--- src/rtl/recirc_pkg.sv ---
// Shared definitions for the recirculation router: state encoding and default
// parameter values used by recirc_router and recirc_lane.
package recirc_pkg;

  localparam int unsigned DEF_N         = 4;
  localparam int unsigned DEF_W         = 8;
  localparam int unsigned DEF_IDLE_SYNC = 2;
  localparam int unsigned DEF_CW        = 8;

  typedef enum logic {
    ST_RECIRC = 1'b0,
    ST_FWD    = 1'b1
  } state_e;

endpackage

--- src/rtl/recirc_lane.sv ---
// One lane of the router: registered forward/recirculation outputs and, when
// RECIRC_CNT_EN is defined, a saturating count of valid recirculated words.
module recirc_lane
  import recirc_pkg::*;
#(
  parameter int unsigned W  = DEF_W,
  parameter int unsigned CW = DEF_CW
) (
  input  logic          clk_f,
  input  logic          reset_L,
  input  state_e        mode_i,
`ifdef RECIRC_CNT_EN
  input  logic          clr_cnt_i,
  output logic [CW-1:0] cnt_o,
`endif
  input  logic [W-1:0]  data_i,
  input  logic          valid_i,
  output logic [W-1:0]  data_out_o,
  output logic          valid_out_o,
  output logic [W-1:0]  data_rec_o,
  output logic          valid_rec_o
);

  logic [W-1:0] fwd_data_q, rec_data_q;
  logic         fwd_valid_q, rec_valid_q;

  // NOTE: sequential state uses non-blocking assignments so every register
  // samples the pre-edge value of its inputs, whatever the statement order.
  always_ff @(posedge clk_f or negedge reset_L) begin
    if (!reset_L) begin
      fwd_data_q  <= '0;
      fwd_valid_q <= 1'b0;
      rec_data_q  <= '0;
      rec_valid_q <= 1'b0;
    end else if (mode_i == ST_FWD) begin
      fwd_data_q  <= data_i;
      fwd_valid_q <= valid_i;
      rec_data_q  <= '0;
      rec_valid_q <= 1'b0;
    end else begin
      fwd_data_q  <= '0;
      fwd_valid_q <= 1'b0;
      rec_data_q  <= data_i;
      rec_valid_q <= valid_i;
    end
  end

  assign data_out_o  = fwd_data_q;
  assign valid_out_o = fwd_valid_q;
  assign data_rec_o  = rec_data_q;
  assign valid_rec_o = rec_valid_q;

`ifdef RECIRC_CNT_EN
  logic [CW-1:0] cnt_q;

  // The toggle-edge clear wins over the increment for the word still recirculated.
  always_ff @(posedge clk_f or negedge reset_L) begin
    if (!reset_L) begin
      cnt_q <= '0;
    end else if (clr_cnt_i) begin
      cnt_q <= '0;
    end else if (mode_i == ST_RECIRC && valid_i && cnt_q != '1) begin
      cnt_q <= cnt_q + 1'b1;
    end
  end

  assign cnt_o = cnt_q;
`endif

endmodule

--- src/rtl/recirc_router.sv ---
// N-lane router sending words to recirculation until downstream idle is seen
// stably. Optional per-lane recirculation counters under macro RECIRC_CNT_EN.
module recirc_router
  import recirc_pkg::*;
#(
  parameter int unsigned N         = DEF_N,
  parameter int unsigned W         = DEF_W,
  parameter int unsigned IDLE_SYNC = DEF_IDLE_SYNC,
  parameter int unsigned CW        = DEF_CW
) (
  input  logic            clk_f,
  input  logic            reset_L,
  input  logic [N*W-1:0]  data_in,
  input  logic [N-1:0]    valid_in,
  input  logic            idle_in,
  output logic [N*W-1:0]  data_out,
  output logic [N-1:0]    valid_out,
  output logic [N*W-1:0]  data_rec,
  output logic [N-1:0]    valid_rec,
`ifdef RECIRC_CNT_EN
  output logic [N*CW-1:0] recirc_cnt,
`endif
  output logic            fwd_mode
);

  localparam int unsigned CNT_W = $clog2(IDLE_SYNC + 1);

  state_e             state_q;
  logic [CNT_W-1:0]   idle_cnt_q, idle_cnt_d;
  logic               toggle;

  // NOTE: every always_comb output gets a default first so no latch is inferred.
  always_comb begin
    idle_cnt_d = '0;
    toggle     = 1'b0;
    // RECIRC waits for idle_in=1, FORWARD waits for idle_in=0.
    if (idle_in == (state_q == ST_RECIRC)) begin
      if (idle_cnt_q == CNT_W'(IDLE_SYNC - 1)) begin
        toggle = 1'b1;
      end else begin
        idle_cnt_d = idle_cnt_q + 1'b1;
      end
    end
  end

  always_ff @(posedge clk_f or negedge reset_L) begin
    if (!reset_L) begin
      state_q    <= ST_RECIRC;
      idle_cnt_q <= '0;
    end else begin
      idle_cnt_q <= idle_cnt_d;
      if (toggle) begin
        state_q <= (state_q == ST_RECIRC) ? ST_FWD : ST_RECIRC;
      end
    end
  end

  assign fwd_mode = (state_q == ST_FWD);

  for (genvar i = 0; i < N; i++) begin : g_lane
    recirc_lane #(
      .W  (W),
      .CW (CW)
    ) u_lane (
      .clk_f       (clk_f),
      .reset_L     (reset_L),
      .mode_i      (state_q),
`ifdef RECIRC_CNT_EN
      .clr_cnt_i   (toggle && state_q == ST_RECIRC),
      .cnt_o       (recirc_cnt[i*CW +: CW]),
`endif
      .data_i      (data_in[i*W +: W]),
      .valid_i     (valid_in[i]),
      .data_out_o  (data_out[i*W +: W]),
      .valid_out_o (valid_out[i]),
      .data_rec_o  (data_rec[i*W +: W]),
      .valid_rec_o (valid_rec[i])
    );
  end

endmodule

--- config.mk ---
export PLATFORM = sky130hd
export DESIGN_NAME = recirc_router
export DESIGN_NICKNAME = d
export VERILOG_FILES = /design/src/rtl/recirc_pkg.sv /design/src/rtl/recirc_lane.sv /design/src/rtl/recirc_router.sv
export SDC_FILE = /design/constraint.sdc
export NUM_CORES = 1
export LEC_CHECK = 0
export ABC_AREA = 0
export CORE_UTILIZATION = 25
export CTS_CLUSTER_SIZE = 8
export DETAILED_ROUTE_END_ITERATION = 16
export GPL_TIMING_DRIVEN = 0
export SLEW_MARGIN = 30
export SYNTH_ARGS = -nofsm -noshare
export SYNTH_HDL_FRONTEND = slang
export SYNTH_HIERARCHICAL = 1
export SYNTH_SLANG_ARGS = --single-unit
--- constraint.sdc ---
create_clock -name clk_f -period 1.7 [get_ports clk_f]
set_input_delay 0.34 -clock clk_f [delete_from_list [all_inputs] [get_ports clk_f]]
set_output_delay 0.34 -clock clk_f [all_outputs]
set_load 0.02 [all_outputs]
==> impl_metrics.json, run 1 <==
{
  "synth_nets": 195,
  "cts_tree": "built",
  "clock_latency_ns": 0.34,
  "irDropWorstVdd_uv": 519,
  "cp.depth": 1,
  "end_kind": "output pin",
  "setup_viol": 0,
  "power_density_nw_per_um2": 1620,
  "cp_max_fo": 12,
  "rows": 35,
  "wl_per_cell_um": 13.2,
  "yosysWarnings": 6,
  "syn_to_final_growth_pct": 62.2,
  "drive_gt1_frac": 0.0941,
  "drtPass1Iterations": 4,
  "nets": 321,
  "final_area_um2": 3990,
  "cts_made_buffers": 9,
  "critPathRequiredTime_ns": 1.36,
  "yosysUniqueCellTypes": 10,
  "die_y_um": 101,
  "vias": 1575,
  "critPathTopFamily": "flip-flops",
  "dieArea_um2": 10200,
  "cp_slowest_cell": "dfrtp_4",
  "dp_hpwl_mm": 3.56,
  "status": "finished, final reports clean",
  "syn_area_um2": 2460,
  "start_util": 0.263,
  "routed_wl_mm": 5.49,
  "max_freq_mhz": 611,
  "fill_cells": 915,
  "hold_class": "flip-flop to flip-flop",
  "drc": 0,
  "diodes": 0,
  "worstSetupPathType": "flip-flop to output pin",
  "timing.rr.end": "fwd_mode$_DFFE_PN0P_",
  "p_total_mw": 6.48,
  "critPathArrivalTime_ns": 1.30,
  "skew_ns": 0.0119,
  "die_x_um": 101,
  "drv_cap": 0,
  "synth_cells": 156,
  "rrSetupSlack_ns": 0.53,
  "period_share": 0.963,
  "worst_pin_slew_ns": 0.447,
  "drt-vias-per-instance": 3.79,
  "crit_path_cell_trace": "dlygate4sd2_1",
  "yosys_register_bits": 75,
  "cts.sinks": 75,
  "ioPinCount": 112,
  "antenna_found_initial": 0,
  "gr-usage-all-layers": 0.116,
  "slew_viol_final": 0,
  "core_area_um2": 9370,
  "finalHoldViolCount": 0,
  "grt_pass1_wl_mm": 8.59,
  "drt.antenna.violating_nets": 0,
  "grt_max_degree": 42,
  "final.setup.tns_ns": 0,
  "whs_ns": 0.469,
  "max_slew_margin": 0.702,
  "worst-r2r-cell-count": 2,
  "dpl_worst_slack_ns": -0.202,
  "hold_path_end": "idle_cnt_q[0]$_DFF_PN0_",
  "post_synth.cell_area_avg_um2": 15.8,
  "slowest_delay_ns": 0.59,
  "min_from": "idle_cnt_q[0]$_DFF_PN0_",
  "timing.critical_path.buf_inv": 1,
  "setup.worst_path.start_class": "flip-flop",
  "dpl_cell_area_um2": 3750,
  "gr-total-overflow": 0,
  "place_congestion": 0.644,
  "cts_buffer_depth": 2,
  "drtIter0Drc": 28,
  "portBuffers": 111,
  "final_cell_mix": "clkdlybuf4s50_1 (108), dfrtp_1 (74), and2_1 (36)",
  "min_period_ns": 1.64,
  "timing.rr.start": "fwd_mode$_DFFE_PN0P_",
  "ys_seq_area_frac": 0.763,
  "cts_root_buf": "clkbuf_8",
  "worstHoldPathCells": 1,
  "grt_setup_unrepaired": "no",
  "p_leak_nw": 1.84,
  "grt_pass1_vias": 1642,
  "h-tree-depth": 3,
  "fin_ws_ns": 0.0624,
  "clkTransAtPathRegs_ns": 0.08,
  "final_common_cell": "clkdlybuf4s50_1"
}
-- cell families (layout without fill, tap and decap cells) --
| family | count (synthesis) | in the layout | synth area share |
|---|---|---|---|
| XOR/XNOR | 1 | 1 | 0.00356 |
| buffers and inverters | 4 | 135 | 0.0183 |
| flip-flops | 75 | 75 | 0.763 |
| multiplexers | 1 | 1 | 0.00610 |
| AND/OR/NAND/NOR | 75 | 75 | 0.209 |
-- registers in the layout, summed over array words and instances (netlist names) --
| register | flops |
|---|---|
| g_lane.u_lane/data_out_o | 32 |
| g_lane.u_lane/data_rec_o | 32 |
| g_lane.u_lane/valid_rec_o | 4 |
| fwd_mode | 1 |
| idle_cnt_q | 2 |
| g_lane.u_lane/valid_out_o | 4 |
-- synth_stat cells (all sizes together) --
library cell,instances,area (µm²)
buf,4,45.0
xnor2,1,8.76
and2b,32,240
dfrtp,75,1880
mux2,1,15.0
nor2,1,3.75
nor3b,1,7.51
and2,36,225
nor2b,5,38.8
-- worst max-delay path by stage --
| stage | from | endpoint | slack, ns |
|---|---|---|---|
| floorplan | fwd_mode$_DFFE_PN0P_ | idle_cnt_q[1]$_DFF_PN0_ | 0.37 |
| global placement | reset_L | g_lane[1].u_lane/data_out_o[0]$_DFF_PN0_ | -2.16 |
| detailed placement | fwd_mode$_DFFE_PN0P_ | fwd_mode | -0.20 |
| CTS | g_lane[3].u_lane/data_out_o[4]$_DFF_PN0_ | data_out[28] | 0.02 |
| global route | g_lane[0].u_lane/data_out_o[7]$_DFF_PN0_ | data_out[7] | 0.002 |
| finish | fwd_mode$_DFFE_PN0P_ | fwd_mode | 0.06 |
-- where the power goes --
part           switching [mW]  total, mW  internal [mW]
logic                    1.25       2.62           1.37
clock network           0.648       1.37          0.718
registers               0.208       2.50           2.29
-- metal layers --
layer | part of all wire | up-vias | track usage
met4 | 0.013 | 0 | 0.0401
met5 | 0 | - | 0
met1 | 0.42 | 767 | 0.132
met2 | 0.48 | 73 | 0.194
met3 | 0.085 | 7 | 0.0504
li1 | - | 728 | -
-- timing repair --
item,in CTS,in global routing
resized for setup,2,1
pin swaps,0,0
hold buffers,1,0
cloned,0,0
setup buffers,2,0
setup endpoints to repair,1,1
endpoints found under the hold margin,34,0
-- final cells by class --
| cell class | count | area (µm²) | area share |
|---|---|---|---|
| Multi-Input combinational cell | 77 | 539 | 0.135 |
| Clock buffer | 10 | 138 | 0.0345 |
| Timing Repair Buffer | 115 | 1160 | 0.291 |
| Clock inverter | 6 | 65.1 | 0.0163 |
| Sequential cell | 75 | 1880 | 0.471 |
| Tap cell | 129 | 161 | 0.0404 |
| Buffer | 4 | 45.0 | 0.0113 |
-- through the flow --
stage               std cells   util
floorplan                 156      -
global route              416  0.426
CTS                       416  0.426
finish                    416  0.426
detailed placement        397  0.400
global placement          396  0.398
Note: power is estimated with default switching activity, not from simulation.
==> inputs of run 2 (changes only) <==
--- a/config.mk
+++ b/config.mk
@@ -6,10 +6,11 @@
 export NUM_CORES = 1
 export LEC_CHECK = 0
 export ABC_AREA = 0
-export CORE_UTILIZATION = 25
+export CORE_UTILIZATION = 41
 export CTS_CLUSTER_SIZE = 8
 export DETAILED_ROUTE_END_ITERATION = 16
 export GPL_TIMING_DRIVEN = 0
+export PLACE_DENSITY = 0.79
 export SLEW_MARGIN = 30
 export SYNTH_ARGS = -nofsm -noshare
 export SYNTH_HDL_FRONTEND = slang
==> run 2 against run 1 <==
  * Worst hold slack worse by 0.024 ns
  * Maximum frequency is 0.52% higher
  * Sequential share of layout area hardly changed
  * Die area is 38% lower
  * Routed wire length is 8.3% lower
  * Sequential cell count stayed put
  * Utilization is 28 points higher
  * Sequential power hardly changed
  * Highest routed layer unchanged
==> impl_metrics.json, run 2 (synthesis results as in run 1) <==
{
  "hold_class": "input port to asynchronous set/reset pin",
  "min_period_ns": 1.63,
  "period_share": 0.958,
  "gr-usage-all-layers": 0.175,
  "p_total_mw": 6.89,
  "irDropWorstVdd_uv": 1010,
  "cp_slowest_cell": "clkdlybuf4s50_1",
  "max_slew_margin": 0.777,
  "drive_gt1_frac": 0.0906,
  "place_congestion": 0.681,
  "portBuffers": 111,
  "routed_wl_mm": 5.03,
  "cts_tree": "built",
  "dieArea_um2": 6320,
  "grt_pass1_vias": 1643,
  "fin_cells": 359,
  "final.setup.tns_ns": 0,
  "clock_latency_ns": 0.33,
  "final_cell_mix": "clkdlybuf4s50_1 (109), dfrtp_1 (74), and2_1 (36)",
  "cts_root_buf": "clkbuf_8",
  "max_freq_mhz": 614,
  "status": "finished, final reports clean",
  "power.internal_mw": 4.86,
  "worstSetupPathType": "flip-flop to output pin",
  "rows": 27,
  "syn_to_final_growth_pct": 62.3,
  "worst_pin_slew_ns": 0.334,
  "p_leak_nw": 1.87,
  "cp_max_fo": 1,
  "timing.critical_path.buf_inv": 1,
  "diodes": 0,
  "h-tree-depth": 3,
  "whs_ns": 0.445,
  "critPathTopFamily": "buffers and inverters",
  "skew_ns": 0.00420,
  "drt.antenna.violating_nets": 0,
  "final_common_cell": "clkdlybuf4s50_1",
  "seqPwrFrac": 0.360,
  "power_density_nw_per_um2": 1730,
  "swShare": 0.296,
  "core_area_um2": 5640,
  "antenna_found_initial": 0,
  "ioPinCount": 112,
  "drc": 0,
  "placed_cells_incl_taps": 340,
  "fill_cells": 411,
  "die_x_um": 79.5,
  "drt-vias-per-instance": 4.35,
  "comb_power_share": 0.377,
  "grt_setup_unrepaired": "no",
  "p_sw_mw": 2.04,
  "vias": 1563,
  "clkPwrFrac": 0.264,
  "critPathRequiredTime_ns": 1.36,
  "setup.worst_path.start_class": "flip-flop",
  "slowest_delay_ns": 0.60,
  "gr-total-overflow": 0,
  "drv_cap": 0,
  "start_util": 0.436,
  "drtPass1Iterations": 4,
  "crit_path_cell_trace": "clkdlybuf4s50_1",
  "dp_hpwl_mm": 3.33,
  "finalHoldViolCount": 0,
  "drtIter0Drc": 79,
  "grt_max_degree": 53,
  "cts_made_buffers": 9,
  "nets": 321,
  "wl_per_cell_um": 14.0,
  "setup_viol": 0,
  "grt_pass1_wl_mm": 8.03,
  "cts_buffer_depth": 2,
  "end_kind": "output pin",
  "clkTransAtPathRegs_ns": 0.07,
  "slew_viol_final": 0,
  "cts.sinks": 75,
  "critPathArrivalTime_ns": 1.29,
  "die_y_um": 79.5
}
-- run 2: changes by cell type in the layout (fill, tap and decap cells not counted), sizes merged --
cell           delta
clkbuf            +2
dlymetal6s2s      -1
bufinv            +3
clkinvlp          -1
clkinv            -4
clkdlybuf4s50     +1
-- run 2: what timing repair did --
item	in CTS	in global routing
buffers inserted	2	0
setup endpoints to repair	1	0
endpoints found under the hold margin	23	0
gates resized for setup	2	0
hold buffers	1	0
-- run 2: metrics by stage --
stage | setup slack (ns) | utilization | instance area, µm²
final | 0.0709 | 0.708 | 3990
after global routing | 0.0187 | 0.708 | 3990
after CTS | 0.0474 | 0.708 | 3990
after detailed placement | -0.171 | 0.654 | 3690
after global placement | -2.12 | 0.649 | 3660
after floorplan | 0.373 | - | 2460
-- run 2: layout make-up --
class                      count  area, µm²  area share
sequential                    75       1880       0.471
timing repair buffer         115       1160       0.291
multi-input combinational     77        539       0.135
buffer                         4       45.0      0.0113
clock buffer                  12        155      0.0388
clock inverter                 4        120      0.0301
tap                           72       90.1      0.0226
-- run 2: metal layers --
metal  vias to the layer above  part of all wire  wire length (µm)  global-route usage
met5                         -                 0                 0                   0
met1                       753              0.41              2070               0.208
met4                         0             0.018                91              0.0818
met2                        70              0.50              2530               0.300
met3                        10             0.067               336              0.0411
li1                        730                 -                 -                   -
-- run 2: worst paths after layout --
path | startpoint | to | slack [ns] | depth (start not counted)
worst max register to register | fwd_mode$_DFFE_PN0P_ | fwd_mode$_DFFE_PN0P_ | 0.56 | 2
min in group clk_f | idle_cnt_q[0]$_DFF_PN0_ | idle_cnt_q[0]$_DFF_PN0_ | 0.46 | 1
worst min register to register | idle_cnt_q[0]$_DFF_PN0_ | idle_cnt_q[0]$_DFF_PN0_ | 0.46 | 1
worst max-delay path | g_lane[0].u_lane/data_out_o[2]$_DFF_PN0_ | data_out[2] | 0.07 | 1
max in group asynchronous | reset_L | fwd_mode$_DFFE_PN0P_ | 0.67 | 3
worst min-delay path | reset_L | g_lane[3].u_lane/data_rec_o[6]$_DFF_PN0_ | 0.45 | 2
-- run 2: power groups by stage --
stage	clock network [mW]	registers, mW	logic, mW
after floorplan	0	3.18	0.588
after global placement	0	2.58	2.45
after detailed placement	0	2.59	2.49
after CTS	1.86	2.49	2.64
after global routing	1.94	2.53	2.77
final	1.82	2.48	2.60
==> inputs of run 3 (changes only) <==
--- a/config.mk
+++ b/config.mk
@@ -6,6 +6,7 @@
 export NUM_CORES = 1
 export LEC_CHECK = 0
 export ABC_AREA = 0
+export CAP_MARGIN = 20
 export CORE_UTILIZATION = 41
 export CTS_CLUSTER_SIZE = 8
 export DETAILED_ROUTE_END_ITERATION = 16
==> results of run 3 <==
Final layout, timing and power as in run 2 (identical DEF).
